`src/rtl/mm_ctrl_pkg.sv`:
```
// Shared states, error codes, defaults and output decode for the
// matrix-result run controller.
package mm_ctrl_pkg;

   typedef enum logic [2:0] {
      S_IDLE = 3'd0,
      S_CLR  = 3'd1,
      S_PE   = 3'd2,
      S_M3   = 3'd3,
      S_M2   = 3'd4,
      S_DISP = 3'd5,
      S_DONE = 3'd6,
      S_ERR  = 3'd7
   } state_t;

   localparam logic [1:0] ERR_NONE = 2'd0;
   localparam logic [1:0] ERR_PE   = 2'd1;
   localparam logic [1:0] ERR_M3   = 2'd2;
   localparam logic [1:0] ERR_M2   = 2'd3;

   localparam int TIMEOUT_DEF     = 16;
   localparam int DISP_CYCLES_DEF = 32;

   typedef struct packed {
      logic clear;
      logic run_pe;
      logic run_3x3;
      logic run_2x2;
      logic run_display;
      logic busy;
      logic done;
      logic err;
   } ctrl_out_t;

   localparam ctrl_out_t CTRL_OUT_NONE = 8'h00;

   function automatic int max2(input int a, input int b);
      return (a > b) ? a : b;
   endfunction

   // Moore decode: one state maps to exactly one output pattern.
   function automatic ctrl_out_t decode_outputs(input state_t st);
      ctrl_out_t o;
      o = CTRL_OUT_NONE;
      case (st)
         S_IDLE: o = CTRL_OUT_NONE;
         S_CLR:  begin o.clear       = 1'b1; o.busy = 1'b1; end
         S_PE:   begin o.run_pe      = 1'b1; o.busy = 1'b1; end
         S_M3:   begin o.run_3x3     = 1'b1; o.busy = 1'b1; end
         S_M2:   begin o.run_2x2     = 1'b1; o.busy = 1'b1; end
         S_DISP: begin o.run_display = 1'b1; o.busy = 1'b1; end
         S_DONE: o.done = 1'b1;
         S_ERR:  o.err  = 1'b1;
         default: o = CTRL_OUT_NONE;
      endcase
      return o;
   endfunction

endpackage

```
`src/rtl/mm_run_controller_phase_timer.sv`:
```
// Phase timer: counts while enabled, clears synchronously, and flags when the
// count equals the compare value.
module phase_timer
   import mm_ctrl_pkg::*;
#(
   parameter int TW = 6
) (
   input  logic          clk,
   input  logic          reset,
   input  logic          clr,
   input  logic          en,
   input  logic [TW-1:0] cmp,
   output logic [TW-1:0] count,
   output logic          tc
);

   logic [TW-1:0] count_r;

   // Counter register with synchronous active-low reset.
   always_ff @(posedge clk) begin
      if (!reset) begin
         count_r <= {TW{1'b0}};
      end else if (clr) begin
         count_r <= {TW{1'b0}};
      end else if (en) begin
         count_r <= count_r + {{(TW-1){1'b0}}, 1'b1};
      end else begin
         count_r <= count_r;
      end
   end

   assign count = count_r;
   assign tc    = (count_r == cmp);

endmodule

```
`src/rtl/mm_run_controller.sv`:
```
// Top-level sequencer: clear, PE array, 3x3 engine, 2x2 engine, display hold,
// with a per-phase timeout and an abort path back to IDLE.
module mm_run_controller
   import mm_ctrl_pkg::*;
#(
   parameter int TIMEOUT     = TIMEOUT_DEF,
   parameter int DISP_CYCLES = DISP_CYCLES_DEF
) (
   input  logic       clk,
   input  logic       reset,
   input  logic       start_i,
   input  logic       abort_i,
   input  logic       pe_done_i,
   input  logic       mm3_done_i,
   input  logic       mm2_done_i,
   output logic       clear_o,
   output logic       run_pe_o,
   output logic       run_3x3_o,
   output logic       run_2x2_o,
   output logic       run_display_o,
   output logic       busy_o,
   output logic       done_o,
   output logic       err_o,
   output logic [1:0] err_code_o,
   output logic [2:0] state_o
);

   localparam int TW = $clog2(max2(TIMEOUT, DISP_CYCLES)) + 1;
   localparam logic [TW-1:0] TO_LAST   = TW'(TIMEOUT - 1);
   localparam logic [TW-1:0] DISP_LAST = TW'(DISP_CYCLES - 1);

   state_t        state_r, state_next_s;
   logic [1:0]    err_code_r, err_code_next_s;
   ctrl_out_t     outs_r;
   logic          in_phase_s, tmr_clr_s, tmr_en_s, tmr_tc_s;
   logic [TW-1:0] tmr_cmp_s, tmr_count_s;

   phase_timer #(.TW(TW)) u_timer (
      .clk   (clk),
      .reset (reset),
      .clr   (tmr_clr_s),
      .en    (tmr_en_s),
      .cmp   (tmr_cmp_s),
      .count (tmr_count_s),
      .tc    (tmr_tc_s)
   );

   // Timer restarts on every state change and holds at its terminal count.
   assign tmr_clr_s = (state_next_s != state_r);
   assign tmr_en_s  = in_phase_s && (tmr_count_s != tmr_cmp_s);

   // Next-state and err_code selection; abort has priority everywhere.
   always_comb begin
      state_next_s    = state_r;
      err_code_next_s = err_code_r;
      tmr_cmp_s       = TO_LAST;
      in_phase_s      = 1'b0;
      case (state_r)
         S_IDLE: begin
            if (abort_i)      state_next_s = S_IDLE;
            else if (start_i) state_next_s = S_CLR;
            else              state_next_s = S_IDLE;
         end
         S_CLR: begin
            if (abort_i) state_next_s = S_IDLE;
            else         state_next_s = S_PE;
         end
         S_PE: begin
            in_phase_s = 1'b1;
            if (abort_i)        state_next_s = S_IDLE;
            else if (pe_done_i) state_next_s = S_M3;
            else if (tmr_tc_s) begin
               state_next_s    = S_ERR;
               err_code_next_s = ERR_PE;
            end else            state_next_s = S_PE;
         end
         S_M3: begin
            in_phase_s = 1'b1;
            if (abort_i)         state_next_s = S_IDLE;
            else if (mm3_done_i) state_next_s = S_M2;
            else if (tmr_tc_s) begin
               state_next_s    = S_ERR;
               err_code_next_s = ERR_M3;
            end else             state_next_s = S_M3;
         end
         S_M2: begin
            in_phase_s = 1'b1;
            if (abort_i)         state_next_s = S_IDLE;
            else if (mm2_done_i) state_next_s = S_DISP;
            else if (tmr_tc_s) begin
               state_next_s    = S_ERR;
               err_code_next_s = ERR_M2;
            end else             state_next_s = S_M2;
         end
         S_DISP: begin
            in_phase_s = 1'b1;
            tmr_cmp_s  = DISP_LAST;
            if (abort_i)       state_next_s = S_IDLE;
            else if (tmr_tc_s) state_next_s = S_DONE;
            else               state_next_s = S_DISP;
         end
         S_DONE: state_next_s = S_IDLE;
         S_ERR: begin
            if (abort_i) begin
               state_next_s    = S_IDLE;
               err_code_next_s = ERR_NONE;
            end else if (start_i) begin
               state_next_s    = S_CLR;
               err_code_next_s = ERR_NONE;
            end else begin
               state_next_s    = S_ERR;
            end
         end
         default: begin
            state_next_s    = S_IDLE;
            err_code_next_s = ERR_NONE;
         end
      endcase
   end

   // State, err_code and outputs; outputs are the decode of the state being entered.
   always_ff @(posedge clk) begin
      if (!reset) begin
         state_r    <= S_IDLE;
         err_code_r <= ERR_NONE;
         outs_r     <= CTRL_OUT_NONE;
      end else begin
         state_r    <= state_next_s;
         err_code_r <= err_code_next_s;
         outs_r     <= decode_outputs(state_next_s);
      end
   end

   assign clear_o       = outs_r.clear;
   assign run_pe_o      = outs_r.run_pe;
   assign run_3x3_o     = outs_r.run_3x3;
   assign run_2x2_o     = outs_r.run_2x2;
   assign run_display_o = outs_r.run_display;
   assign busy_o        = outs_r.busy;
   assign done_o        = outs_r.done;
   assign err_o         = outs_r.err;
   assign err_code_o    = err_code_r;
   assign state_o       = state_r;

endmodule

```
`config.mk`:
```
export PLATFORM = sky130hd
export DESIGN_NAME = mm_run_controller
export DESIGN_NICKNAME = d
export VERILOG_FILES = /design/src/rtl/mm_ctrl_pkg.sv /design/src/rtl/mm_run_controller_phase_timer.sv /design/src/rtl/mm_run_controller.sv
export SDC_FILE = /design/constraint.sdc
export NUM_CORES = 1
export LEC_CHECK = 0
export CORE_MARGIN = 10
export CORE_UTILIZATION = 39
export DETAILED_ROUTE_END_ITERATION = 16
export GPL_TIMING_DRIVEN = 0
export SLEW_MARGIN = 10
export SYNTH_ARGS = -nofsm -noshare
export SYNTH_HDL_FRONTEND = slang
export SYNTH_SLANG_ARGS = --single-unit
```
`constraint.sdc`:
```
create_clock -name clk -period 5.41 [get_ports clk]
set_input_delay 1.623 -clock clk [delete_from_list [all_inputs] [get_ports clk]]
set_output_delay 1.623 -clock clk [all_outputs]
set_load 0.1 [all_outputs]
```
### After elaboration in Yosys (flattened, before gate mapping)

Cells that the tools add are included.

| storage, ports and cells | value |
|---|---|
| register bits after elaboration | 19 |
| input port bits | 7 |
| output and inout bits | 13 |
| logic and storage cells | 86 |

| operators by class | value |
|---|---|
| $add $sub $neg | 1 |
| equal/unequal tests | 27 |
| muxes and demuxes | 39 |
| bitwise gates (word level) | 1 |
| reduce and logical (&&, ||, !) cells | 7 |

Operators by type and width:

| cell | number |
|---|---|
| $mux W2 | 15 |
| $mux W3 | 10 |
| $eq A3 B3 Y1 const B | 8 |
| $pmux W3 S8 | 1 |
| $ne A2 B2 Y1 const B | 9 |
| $eq A3 B2 Y1 const B | 4 |
| $mux W1 | 11 |
| $reduce_and A11 Y1 | 1 |
| $pmux W2 S4 | 1 |
| $add A6 B1 Y6 const B | 1 |
| $eq A3 B1 Y1 const B | 2 |
| $eq A6 B5 Y1 | 1 |
| $ne A6 B6 Y1 | 1 |
| $mux W5 | 1 |
| $reduce_or A5 Y1 | 1 |
| $reduce_bool A4 Y1 | 1 |
| $reduce_or A4 Y1 | 1 |
| $logic_not A3 Y1 | 1 |
| $ne A3 B3 Y1 | 1 |
| $ne A3 B3 Y1 const B | 1 |
| $reduce_or A2 Y1 | 1 |
| $logic_and A1 B1 Y1 | 1 |
| $not A1 Y1 | 1 |

### Longest topological paths before layout

Gate-level depths: netlist (run 1).

| logic depth | value |
|---|---|
| depth after elaboration | 10 |
| depth in mapped cells | 7 |
| depth with buffers taken out | 7 |

### Hierarchy

From an unflattened synthesis (run 1), not the netlist that was laid out.

| unflattened totals | value |
|---|---|
| cells, all modules | 137 |
| area total of the unflattened synthesis | 1,131.1 µm² |

By module, submodules not included:

| module | instances | cells each | area an instance (µm²) | sequential area each (µm²) |
|---|---|---|---|---|
| mm_run_controller | 1 | 104 | 822.0 | 260.2 |
| phase_timer | 1 | 33 | 309.0 | 120.1 |

### Least setup slack after synthesis (run 1)

OpenSTA, ideal clock, no wires.

| timing path | value |
|---|---|
| path type | in2reg |
| start | in abort_i |
| end | reg u_timer.count_r[0] (netlist: u_timer.count[0]) |
| library setup time | 0.075 ns |
| data arrival time | 2.678 ns |
| data required time | 5.335 ns |
| setup slack | 2.658 ns |
| cell stages on the path | 6 |
| cell sequence | buf_2 -> nor2_1 -> o2bb2ai_1 -> a22o_1 -> nand3_1 -> nor3_2 |

| on the way | value |
|---|---|
| word-level cells in the longest chain between the ends | 4 |
| elaborated cells on any way between the ends | 10 |
| classes of those cells | eq/ne (1); mux (8); reduce/logical (1) |

Ends and longest elaborated chain:

| what | line | source |
|---|---|---|
| start, declared | mm_run_controller.sv:12 | `input logic abort_i,` |
| $mux W3, or another cell as far along | mm_run_controller.sv:104 | `if (abort_i) begin` |
| $pmux W3 S8 (*) | mm_run_controller.sv:58 | `case (state_r)` |
| $ne A3 B3 Y1 (*) | mm_run_controller.sv:49 | `assign tmr_clr_s = (state_next_s != state_r);` |
| $reduce_or A2 Y1 (no line) (*) | -- |  |
| end signal, assigned | mm_run_controller_phase_timer.sv:24 | `count_r <= {TW{1'b0}};` |
| end signal, assigned | mm_run_controller_phase_timer.sv:26 | `count_r <= count_r + {{(TW-1){1'b0}}, 1'b1};` |
| end signal, assigned | mm_run_controller_phase_timer.sv:28 | `count_r <= count_r;` |
| end, declared | mm_run_controller_phase_timer.sv:17 | `logic [TW-1:0] count_r;` |

Mark *: on every way between the ends. The rest lies on a longest branch, timed or not.
A chain may end at the register's enable or synchronous reset.

### Worst setup path in the final report (run 1)

| timing path | value |
|---|---|
| start | reg state_r[2] (netlist: state_o[2]) |
| end | out state_o[2] |

RTL lines:

| what | line | source |
|---|---|---|
| start, declared | mm_run_controller.sv:32 | `state_t state_r, state_next_s;` |
| start signal, assigned | mm_run_controller.sv:128 | `state_r <= state_next_s;` |
| end, declared | mm_run_controller.sv:25 | `output logic [2:0] state_o` |

No word-level cell between the ends.

==> results of run 1 <==
cell usage after synthesis (2+ instances only):
cell	n
inv_1	5
nor3_1	5
xnor2_2	2
xor2_1	2
nand3_1	4
mux2i_1	2
nand4_1	2
nor2b_1	4
nor3_2	8
o221a_2	2
a21oi_1	6
o21ai_0	3
xnor2_1	3
nand2b_1	8
o21ai_1	2
buf_2	5
nand2_1	11
nor2_1	13
dfxtp_1	19
flip-flops by register name, indices dropped and copies added (netlist names):
signal,count
state_o,3
run_display_o,1
err_code_o,2
run_2x2_o,1
busy_o,1
u_timer.count,6
done_o,1
run_3x3_o,1
clear_o,1
run_pe_o,1
err_o,1
metrics by stage:
| step | util | total power [mW] |
|---|---|---|
| 4_1_cts | 0.512 | 0.263 |
| 6_report | 0.512 | 0.257 |
| 3_5_place_dp | 0.502 | 0.192 |
| 5_1_grt | 0.512 | 0.273 |
| 3_3_place_gp | 0.502 | 0.192 |
| 2_1_floorplan | - | 0.178 |
logic make-up after synthesis:
logic type,count (synthesis),synth area share
DFF,19,0.319
AOI/OAI and AO/OA,30,0.212
xor gates and xnor gates,7,0.0641
adders and majority gates,1,0.0105
muxes,2,0.0168
and+or+nand+nor,62,0.321
buffers and inverters,13,0.0557
where the power goes:
part	internal [mW]	switching [mW]
sequential	0.142	0.000837
combinational	0.0156	0.0312
clock	0.0275	0.0405
total	0.185	0.0726
routing by layer:
metal  share of wire  vias up
met5               0        -
met4           0.013        0
met3           0.053        4
met2            0.47       25
met1            0.46      479
li1                -      525
area by class of cell:
type,count,area (sq um)
fill,277,1380
multi-input combinational,102,744
sequential,19,380
timing repair buffer,19,190
buffer,7,43.8
tap,31,38.8
clock buffer,3,22.5
inverter,6,22.5
clock inverter,1,5.00
worst paths after layout:
kind,depth (start not counted),endpoint
worst min register to register,1,err_code_o[0]
worst min-delay path,1,err_code_o[0]
worst max register to register,7,u_timer.count[4]
worst max-delay path,1,state_o[2]
==> run metrics, run 1 <==
status=complete, no violations; Layout Cells excl Fill=188; WP data required=3.79 ns; ANT nets after route=0; largest net degree at the start of global routing=12; cell area after layout=1450 sq um; Final Skew=0.00265 ns; dominant cell type by area after synthesis=dfxtp_1; cell family with most CP delay=buffers and inverters; chip width=75.3 um; Max Freq=283 MHz; max-cap viol count=0; Clk Latency, worst-skew pair=0.29 ns; Setup CP Type=register to primary output; Final period util=0.652; core area=2830 sq um; wire length per cell=14.1 um; global placer's final weighted congestion=0.802; Initial Util=0.421; max-slew violations=0; hold_sp=err_code_o[0]; final hold slack=0.553 ns; PD cells=178 nW/um^2; Ports=20; Area Growth Syn to Fin=21.5%; pre-CTS worst setup slack=1.95 ns; Worst path slowest cell=clkdlybuf4s50_1; # resized after CTS=0; fin nets=166; Leak=0.577 nW; CTS buffer count=3; overall die height=75.3 um; dpl cell area=1420 sq um; vias in the first global route=983; CTS max path bufs=2; layer with the highest usage=met2; fin worst setup slack=1.88 ns; Yosys cell types=47; Syn Nets=142; drt first pass iters=4; clock transition at the registers of the reported paths=0.10 ns; worst r2r src=u_timer.count[0]; CTS tree=yes; Cell Area, Synth=1190 sq um; global routing usage on met2=0.161; post-synthesis sequential area ratio=0.319; Overflow after GRT=0; synthesis warning total=0; startpoint types=register; Sum Neg Setup Slack=0 ns; Ant. Diodes=0; initial antenna violation count=0; unrepaired setup endpoints after global routing=false; port bufs=19; first-pass GRT wire length=4530 um; Max VDD drop=0.000105 V; Final HPWL DP=2060 um; Worst Path Arrival=1.91 ns; met1 Use GR=0.127; fin crit period=3.53 ns; CTS root buf=clkbuf_4; die area=5660 sq um; Routed WL=2660 um; Total GRT Usage=0.100; CTS sink cnt=19; Cells after Synth=134; Avg Cell Area, Syn=8.89 sq um; GR met3 Demand/Resource=0.0276; commonest non-fill, non-tap cells in the layout=19 x dfxtp_1, 19 x clkdlybuf4s50_1, 13 x nor2_1; worst min path class=register to register; post-synthesis async set-or-reset flop share=0; final hold vios=0; count of state elements after synthesis=19; Reg2Reg Setup Slack=3.41 ns; Least-Margin Pin Slew=0.981 ns; initial DRC count=58; top cell type's share of synthesized area=0.319; count of final setup violators=0; CTS Hold Bufs=0; Worst Path Buf+Inv=1; CP startpoint=state_o[2]; H-tree depth=1; Synth Flop Type=dfxtp_1; Post-synth EDFFs=0; worst-path cell chain=clkdlybuf4s50_1; vias post-DR=1033; setup repair bufs after CTS=0; Site Rows=19; Cells after DPL=184; Vias/cell=5.49; nature of the critical path endpoint=primary output; DRC Markers=0; slew margin rel.=0.344; CP max FO=6; share of cells above drive strength 1=0.210; top cells by area, synth=dfxtp_1 32%, nor3_2 6.7%, nand2b_1 4.2%, nor2_1 4.1%, nand2_1 3.5%; slowest stage delay, CP=1.17 ns
No activity file was read; power rests on OpenSTA's default activity.
==> inputs of run 2 (changes only) <==
- clock period: 5.41 -> 3.45 ns (I/O delays scaled with it)
==> results of run 2 <==
Same layout as run 1 (identical final DEF). Status: complete, no violations.
Main changes from that run: setup slack after placement 1.95 ns -> 0.575 ns; setup slack after layout 1.88 ns -> 0.509 ns; register-to-register setup slack 3.41 ns -> 1.45 ns; total power 0.257 mW -> 0.403 mW; worst IR drop on VDD 0.000105 V -> 0.000165 V
